`src/rtl/sim_pkg.sv`:
```
// Shared definitions for the reset/run-control sequencer.
// Holds the sequencer state enum, the run-counter width, the default
// parameter values and a helper that sizes the hold/stagger down-counter.
package sim_pkg;

   // Run-cycle counter width (cycle_cnt wraps at 2^CNT_W).
   localparam int unsigned CNT_W = 32;

   // Default parameter values for the sequencer and its synchroniser.
   localparam int unsigned DEF_CHANNELS    = 2;
   localparam int unsigned DEF_HOLD_CYCLES = 25;
   localparam int unsigned DEF_STAGGER     = 4;
   localparam int unsigned DEF_SYNC_STAGES = 2;
   localparam int unsigned DEF_TIMEOUT     = 0;

   typedef enum logic [2:0] {
      ST_SYNC,
      ST_HOLD,
      ST_STAGGER,
      ST_RUN,
      ST_DONE,
      ST_TIMEOUT
   } state_e;

   // Width of a down-counter that must hold values up to span-1; never zero.
   function automatic int unsigned seq_cnt_width(input int unsigned span);
      return (span > 1) ? $clog2(span) : 1;
   endfunction

endpackage

```
`src/rtl/reset_sequencer_if.sv`:
```
// Run-control bundle between the reset sequencer and its consumer.
//   sw_rst_req : consumer -> sequencer, single-cycle soft restart request
//   halt       : consumer -> sequencer, run-complete indication
//   rst_out    : sequencer -> consumer, per-channel active-high resets
//   ready      : sequencer -> consumer, all channels released and running
//   cycle_cnt  : sequencer -> consumer, run-cycle counter
//   done       : sequencer -> consumer, sticky, run ended on halt
//   timeout    : sequencer -> consumer, sticky, run ended on watchdog
// The master modport is the sequencer side, slave is the consumer side.
interface reset_sequencer_if
   import sim_pkg::*;
#(
   parameter int unsigned CHANNELS = DEF_CHANNELS
);
   logic                sw_rst_req;
   logic                halt;
   logic [CHANNELS-1:0] rst_out;
   logic                ready;
   logic [CNT_W-1:0]    cycle_cnt;
   logic                done;
   logic                timeout;

   modport master (
      input  sw_rst_req,
      input  halt,
      output rst_out,
      output ready,
      output cycle_cnt,
      output done,
      output timeout
   );

   modport slave (
      output sw_rst_req,
      output halt,
      input  rst_out,
      input  ready,
      input  cycle_cnt,
      input  done,
      input  timeout
   );
endinterface

```
`src/rtl/rst_sync.sv`:
```
// Reset-release synchroniser: asynchronous assert, synchronous deassert.
//   clk        : clock
//   rst        : raw asynchronous active-high reset
//   rst_sync_o : synchronised reset, goes low after edge SYNC_STAGES
module rst_sync
   import sim_pkg::*;
#(
   parameter int unsigned SYNC_STAGES = DEF_SYNC_STAGES  // must be >= 2
) (
   input  logic clk,
   input  logic rst,
   output logic rst_sync_o
);

   logic [SYNC_STAGES-1:0] sync_q;
   logic [SYNC_STAGES-1:0] sync_d;

   always_comb begin
      sync_d = {sync_q[SYNC_STAGES-2:0], 1'b0};
   end

   always_ff @(posedge clk or posedge rst) begin
      if (rst) begin
         sync_q <= '1;
      end else begin
         sync_q <= sync_d;
      end
   end

   assign rst_sync_o = sync_q[SYNC_STAGES-1];

endmodule

```
`src/rtl/reset_sequencer.sv`:
```
// Reset and run-control sequencer.
// Synchronises release of the raw reset, holds all reset channels for
// HOLD_CYCLES, releases them one every STAGGER cycles in index order, then
// counts run cycles until a halt request or the watchdog ends the run.
//   clk : clock
//   rst : raw asynchronous active-high reset
//   bus : reset_sequencer_if.master (sw_rst_req/halt in; rst_out, ready,
//         cycle_cnt, done, timeout out; all outputs registered)
// HOLD_CYCLES is expected to be >= 2 so the power-on release lands exactly
// SYNC_STAGES+HOLD_CYCLES edges after reset drops.
module reset_sequencer
   import sim_pkg::*;
#(
   parameter int unsigned CHANNELS    = DEF_CHANNELS,
   parameter int unsigned HOLD_CYCLES = DEF_HOLD_CYCLES,
   parameter int unsigned STAGGER     = DEF_STAGGER,
   parameter int unsigned SYNC_STAGES = DEF_SYNC_STAGES,
   parameter int unsigned TIMEOUT     = DEF_TIMEOUT
) (
   input  logic              clk,
   input  logic              rst,
   reset_sequencer_if.master bus
);

   localparam int unsigned CW = seq_cnt_width(HOLD_CYCLES + CHANNELS * STAGGER + 1);

   // The FSM only sees the synchroniser low one edge after it falls, and
   // leaves HOLD one edge after the counter reaches zero, so the power-on
   // load is two short of HOLD_CYCLES. A soft restart enters HOLD directly
   // on the request edge and therefore loads the full HOLD_CYCLES.
   localparam int unsigned PO_HOLD  = (HOLD_CYCLES >= 2) ? HOLD_CYCLES - 2 : 0;
   localparam int unsigned STG_HOLD = (STAGGER > 0) ? STAGGER - 1 : 0;

   localparam logic [CW-1:0] PO_LOAD  = CW'(PO_HOLD);
   localparam logic [CW-1:0] SW_LOAD  = CW'(HOLD_CYCLES);
   localparam logic [CW-1:0] STG_LOAD = CW'(STG_HOLD);

   state_e              state_q,     state_d;
   logic [CW-1:0]       cnt_q,       cnt_d;
   logic [CHANNELS-1:0] rst_out_q,   rst_out_d;
   logic                ready_q,     ready_d;
   logic [CNT_W-1:0]    cycle_cnt_q, cycle_cnt_d;
   logic                done_q,      done_d;
   logic                timeout_q,   timeout_d;

   logic                sync_rst;
   logic [CHANNELS-1:0] release_mask;
   logic                sw_restart;
   logic                wdog_hit;
   logic                cnt_zero;

   rst_sync #(
      .SYNC_STAGES(SYNC_STAGES)
   ) u_rst_sync (
      .clk       (clk),
      .rst       (rst),
      .rst_sync_o(sync_rst)
   );

   always_comb begin
      // Channels still in reset are the set bits; releasing the next one in
      // index order clears the lowest set bit. STAGGER=0 releases them all.
      if (STAGGER == 0) begin
         release_mask = '0;
      end else begin
         release_mask = rst_out_q & (rst_out_q - CHANNELS'(1));
      end
      sw_restart = bus.sw_rst_req && (state_q != ST_SYNC);
      wdog_hit   = (TIMEOUT != 0) && (cycle_cnt_q == CNT_W'(TIMEOUT - 1));
      cnt_zero   = (cnt_q == '0);
   end

   // State register
   always_ff @(posedge clk or posedge rst) begin
      if (rst) begin
         state_q     <= ST_SYNC;
         cnt_q       <= '0;
         rst_out_q   <= '1;
         ready_q     <= 1'b0;
         cycle_cnt_q <= '0;
         done_q      <= 1'b0;
         timeout_q   <= 1'b0;
      end else begin
         state_q     <= state_d;
         cnt_q       <= cnt_d;
         rst_out_q   <= rst_out_d;
         ready_q     <= ready_d;
         cycle_cnt_q <= cycle_cnt_d;
         done_q      <= done_d;
         timeout_q   <= timeout_d;
      end
   end

   // Next-state and hold/stagger counter
   always_comb begin
      state_d = state_q;
      cnt_d   = cnt_q;
      unique case (state_q)
         ST_SYNC: begin
            if (!sync_rst) begin
               state_d = ST_HOLD;
               cnt_d   = PO_LOAD;
            end
         end
         ST_HOLD, ST_STAGGER: begin
            if (cnt_zero) begin
               state_d = (release_mask == '0) ? ST_RUN : ST_STAGGER;
               cnt_d   = STG_LOAD;
            end else begin
               cnt_d = cnt_q - CW'(1);
            end
         end
         ST_RUN: begin
            if (bus.halt) begin
               state_d = ST_DONE;
            end else if (wdog_hit) begin
               state_d = ST_TIMEOUT;
            end
         end
         default: begin
         end
      endcase
      if (sw_restart) begin
         state_d = ST_HOLD;
         cnt_d   = SW_LOAD;
      end
   end

   // Output next values
   always_comb begin
      rst_out_d   = rst_out_q;
      ready_d     = ready_q;
      cycle_cnt_d = cycle_cnt_q;
      done_d      = done_q;
      timeout_d   = timeout_q;
      unique case (state_q)
         ST_HOLD, ST_STAGGER: begin
            if (cnt_zero) begin
               rst_out_d = release_mask;
               ready_d   = (release_mask == '0);
            end
         end
         ST_RUN: begin
            if (bus.halt) begin
               done_d  = 1'b1;
               ready_d = 1'b0;
            end else if (wdog_hit) begin
               timeout_d = 1'b1;
               rst_out_d = '1;
               ready_d   = 1'b0;
            end else begin
               cycle_cnt_d = cycle_cnt_q + CNT_W'(1);
            end
         end
         default: begin
         end
      endcase
      if (sw_restart) begin
         rst_out_d   = '1;
         ready_d     = 1'b0;
         cycle_cnt_d = '0;
         done_d      = 1'b0;
         timeout_d   = 1'b0;
      end
   end

   assign bus.rst_out   = rst_out_q;
   assign bus.ready     = ready_q;
   assign bus.cycle_cnt = cycle_cnt_q;
   assign bus.done      = done_q;
   assign bus.timeout   = timeout_q;

endmodule

```
`src/flat_wrapper.sv`:
```
// flat-port wrapper written by rule: the top's interface ports become plain ports
module reset_sequencer_flat import sim_pkg::*;
#(
   parameter int unsigned CHANNELS    = DEF_CHANNELS,
   parameter int unsigned HOLD_CYCLES = DEF_HOLD_CYCLES,
   parameter int unsigned STAGGER     = DEF_STAGGER,
   parameter int unsigned SYNC_STAGES = DEF_SYNC_STAGES,
   parameter int unsigned TIMEOUT     = DEF_TIMEOUT
)
  (clk, rst, bus_sw_rst_req, bus_halt, bus_rst_out, bus_ready, bus_cycle_cnt, bus_done, bus_timeout);
  reset_sequencer_if #(.CHANNELS(CHANNELS)) bus_i ();
  input  logic clk;
  input  logic rst;
  input wire logic [$bits(bus_i.sw_rst_req)-1:0] bus_sw_rst_req;
  input wire logic [$bits(bus_i.halt)-1:0] bus_halt;
  output wire logic [$bits(bus_i.rst_out)-1:0] bus_rst_out;
  output wire logic [$bits(bus_i.ready)-1:0] bus_ready;
  output wire logic [$bits(bus_i.cycle_cnt)-1:0] bus_cycle_cnt;
  output wire logic [$bits(bus_i.done)-1:0] bus_done;
  output wire logic [$bits(bus_i.timeout)-1:0] bus_timeout;
  assign bus_i.sw_rst_req = bus_sw_rst_req;
  assign bus_i.halt = bus_halt;
  assign bus_rst_out = bus_i.rst_out;
  assign bus_ready = bus_i.ready;
  assign bus_cycle_cnt = bus_i.cycle_cnt;
  assign bus_done = bus_i.done;
  assign bus_timeout = bus_i.timeout;
  reset_sequencer #(.CHANNELS(CHANNELS), .HOLD_CYCLES(HOLD_CYCLES), .STAGGER(STAGGER), .SYNC_STAGES(SYNC_STAGES), .TIMEOUT(TIMEOUT)) u_core (.clk(clk), .rst(rst), .bus(bus_i));
endmodule
```
`config.mk`:
```
export PLATFORM = sky130hd
export DESIGN_NAME = reset_sequencer_flat
export DESIGN_NICKNAME = d
export VERILOG_FILES = /design/src/rtl/sim_pkg.sv /design/src/rtl/reset_sequencer_if.sv /design/src/rtl/rst_sync.sv /design/src/rtl/reset_sequencer.sv /design/src/flat_wrapper.sv
export SDC_FILE = /design/constraint.sdc
export NUM_CORES = 1
export LEC_CHECK = 0
export BUFFER_PORTS_ARGS = -buffer_cell sky130_fd_sc_hd__buf_4
export CORE_MARGIN = 3
export CORE_UTILIZATION = 56
export DETAILED_ROUTE_END_ITERATION = 8
export GPL_TIMING_DRIVEN = 0
export PLACE_DENSITY_LB_ADDON = 0.25
export SYNTH_ARGS = -nofsm -noshare
export SYNTH_HDL_FRONTEND = slang
export SYNTH_SLANG_ARGS = --single-unit
```
`constraint.sdc`:
```
create_clock -name clk -period 2.99 [get_ports clk]
set_clock_uncertainty 0.05 [all_clocks]
set_input_delay 0.598 -clock clk [delete_from_list [all_inputs] [get_ports clk]]
set_output_delay 0.598 -clock clk [all_outputs]
set_load 0.02 [all_outputs]
```
==> metrics.md <==
| Metric | Value |
|---|---|
| Status | finished clean |
| Post_cts resized | 0 |
| Per-cell routed wire length | between 15 and 20 um |
| Worst-path maximum fanout | 8 |
| CTS max path bufs | 2 |
| Cells after synthesis | 284 |
| Post-synth top cells | dfrtp_1 (43), a21oi_1 (24), nand2_1 (19), nor2_1 (19), nand3_1 (18) |
| IO Pins | just over 40 |
| Fillcell total | roughly 330 |
| Setup TNS | 0 ns |
| Setup ws final | ~0.55 ns |
| Top cells by area, synth | dfrtp_1 (42%), a21oi_1 (4.6%), o31ai_1 (4.6%) |
| Lkg Pwr | between 1 and 1.5 nW |
| Post-Syn Area | approximately 0.0026 sq mm |
| P&R area growth vs syn | 18.1% |
| Area leader, netlist | dfrtp_1 |
| Clk sinks | 47 |
| Routed Antenna Nets | 0 |
| R2R cell count | 6 |
| Unrepaired setup endpoints after global routing | false |
| Peak supply drop | 0.239 mV |
| Worst-path clk slew | about 0.09 ns |
| Share of layout cells above drive strength 1 | 0.192 |
| Final setup viols | 0 |
| Main synth FF type | dfrtp_1 |
| Via count | approximately 2.3k |
| Worst Hold Class | in -> async |
| GP Congestion | 0.827 |
| Dpl hpwl | around 4.3 mm |
| Worst-Skew Late Latency | 0.30 ns |
| FFs w/ async S/R, synth | 1.00 |
| Fmax achieved | about 0.4 GHz |
| First-pass GRT wire length | 10.0 mm |
| Reg2Reg Launch Point | u_core.cnt_q[0] |
| Largest net degree at the start of global routing | 43 |
| Initial Utilization | 0.586 |
| Initial antenna violation count | 0 |
| Max-slew violations | 0 |
| Tot GR Track Use | 0.233 |
| Worst setup EP type | register |
| YS warnings | 0 |
| Critical Path RT | 3.12 ns |
| Critical path class | reg -> reg |
| Count leader, synth | dfrtp_1 |
| TritonCTS clock tree | yes |
| Critical-path cell list | inv_1 -> ha_1 -> nor4b_1 -> nand2_1 -> o31ai_1 -> a22oi_1 |
| Top-area cell type share of the netlist area | 0.416 |
| Worst-margin pin slew | about 1.2 ns |
| Final wirelength | approximately 6.0 mm |
| Post-CTS setup repair buffer count | 0 |
| Rows | 24 |
| Post-CTS Hold Fix Bufs | 0 |
| H-tree levels | 2 |
| Die Span X | between 70 and 80 um |
| Worst slew margin | 0.220 |
| PwrDens | 365 mW/mm^2 |
| Die Area | 0.00547 sq mm |
| Distinct cells, synth | 45 |
| Multi-input gate area | ~0.0012 sq mm |
| Vias per cell | 6.10 |
| R2r setup slk | between 0.5 and 0.6 ns |
| Share of the yosys chip area belonging to registers | 0.457 |
| Slowest CP cell | nor4b_1 |
| Number of global-route vias before repair | ~2.2k |
| Detailed Routing Iterations Pass 1 | 4 |
| Final min period | 2.44 ns |
| Pre-CTS setup slack | slightly below 0.4 ns |
| Hold Vio Cnt, Final | 0 |
| WP data arrival | around 2.6 ns |
| WHS | 0.122 ns |
| Synth Register Bits | 47 |
| Diodes inserted | 0 |
| Nets@finish | 339 |
| Core Util, Final | 0.691 |
| Final worst path period share | 0.815 |
| FF/Latch Area | approximately 0.0012 sq mm |
| Startpoint Class | register |
| Avg Inst Size Synth | around 9 sq um |
| FF-to-FF End | u_core.state_q[0] |
| Die Ht | approximately 74 um |
| Max_cap viols | 0 |
| Slowest stage delay, CP | ~0.63 ns |
| CTS buffer count | 5 |
| Residual DRC | 0 |
| Post-synth EDFFs | 0 |
| Root Driver | clkbuf_8 |
| DR iter-0 viols | approximately 160 |
| Grt total ovfl | 0 |
| Port bufs | 39 |
| Core Box Area | between 0.004 and 0.005 sq mm |
## cells by family after synthesis
| kind of cell | share of synthesized area |
|---|---|
| other | 0.00145 |
| AOI/OAI and AO/OA | 0.182 |
| muxes | 0.00387 |
| adders and majority gates | 0.0145 |
| buffers and inverters | 0.0615 |
| xor gates and xnor gates | 0.0373 |
| DFF | 0.457 |
| and+or+nand+nor | 0.243 |
## how the worst max path moves through the flow
stage                    startpoint                  endpoint  slack [ns]  cells past startpoint
floorplan                  bus_halt  u_core.bus.cycle_cnt[28]        0.64                      6
global placement           bus_halt  u_core.bus.cycle_cnt[27]        0.43                      7
detailed placement         bus_halt  u_core.bus.cycle_cnt[31]        0.39                      7
CTS                 u_core.cnt_q[0]         u_core.state_q[0]        0.60                      6
global route        u_core.cnt_q[0]         u_core.state_q[0]        0.40                      6
finish              u_core.cnt_q[0]         u_core.state_q[0]        0.55                      6
## critical path, delay by kind of cell (launching register included)
kind                       cells  cell delay [ns]
AOI/OAI and AO/OA              2             0.56
adders and majority gates      1             0.18
buffers and inverters          1             0.12
DFF                            1             0.39
and+or+nand+nor                2             1.01
## layer usage
layer  wire (um)  GRT usage  vias up  part of all wire
met4          50     0.0845        0            0.0084
met5           0          0        -                 0
li1            -          -     1144                 -
met2        2910      0.389       71              0.49
met1        2700      0.309     1127              0.45
met3         308     0.0338        6             0.052
## layout by cell type, fill, tap and decap left out, types with 5 or more instances in the layout
| cell | n |
|---|---|
| nand4_1 | 5 |
| nor4_1 | 6 |
| o21ai_0 | 13 |
| nand3_1 | 18 |
| or3_1 | 10 |
| o31ai_1 | 16 |
| nand2_1 | 19 |
| dfrtp_1 | 43 |
| clkbuf_8 | 5 |
| inv_1 | 16 |
| or4_1 | 14 |
| a21oi_1 | 24 |
| buf_4 | 41 |
| nor2_1 | 19 |
| xnor2_1 | 11 |
| clkbuf_1 | 15 |
## power by group
part,internal (mW),switching [mW],total [mW]
clock,0.164,0.217,0.381
sequential,0.646,0.00745,0.653
combinational,0.0269,0.0518,0.0787
total,0.837,0.276,1.11
## area by class of cell
class,instances,area share
plain buffers,19,0.0312
clock buffers,6,0.0238
clock inverters,2,0.00410
inverters,17,0.0209
multi-input cells,202,0.409
flip-flops and latches,47,0.387
well taps,52,0.0213
repair buffers,40,0.103
## per-stage QoR
stage	area, sq um	total power, mW	cells
after detailed placement	2970	0.745	377
final	3050	1.11	385
after floorplan	2590	0.719	285
after global placement	2950	0.739	376
after CTS	3050	1.12	385
after global routing	3050	1.15	385
## sequential cells by signal, summed over array words and instances (netlist names)
name                      count
u_core.bus.rst_out            2
u_core.state_q                3
u_core.bus.ready              1
u_core.cnt_q                  6
u_core.bus.cycle_cnt         32
u_core.bus.done               1
u_core.u_rst_sync.sync_q      2
Note: power is estimated with default switching activity, not from simulation.
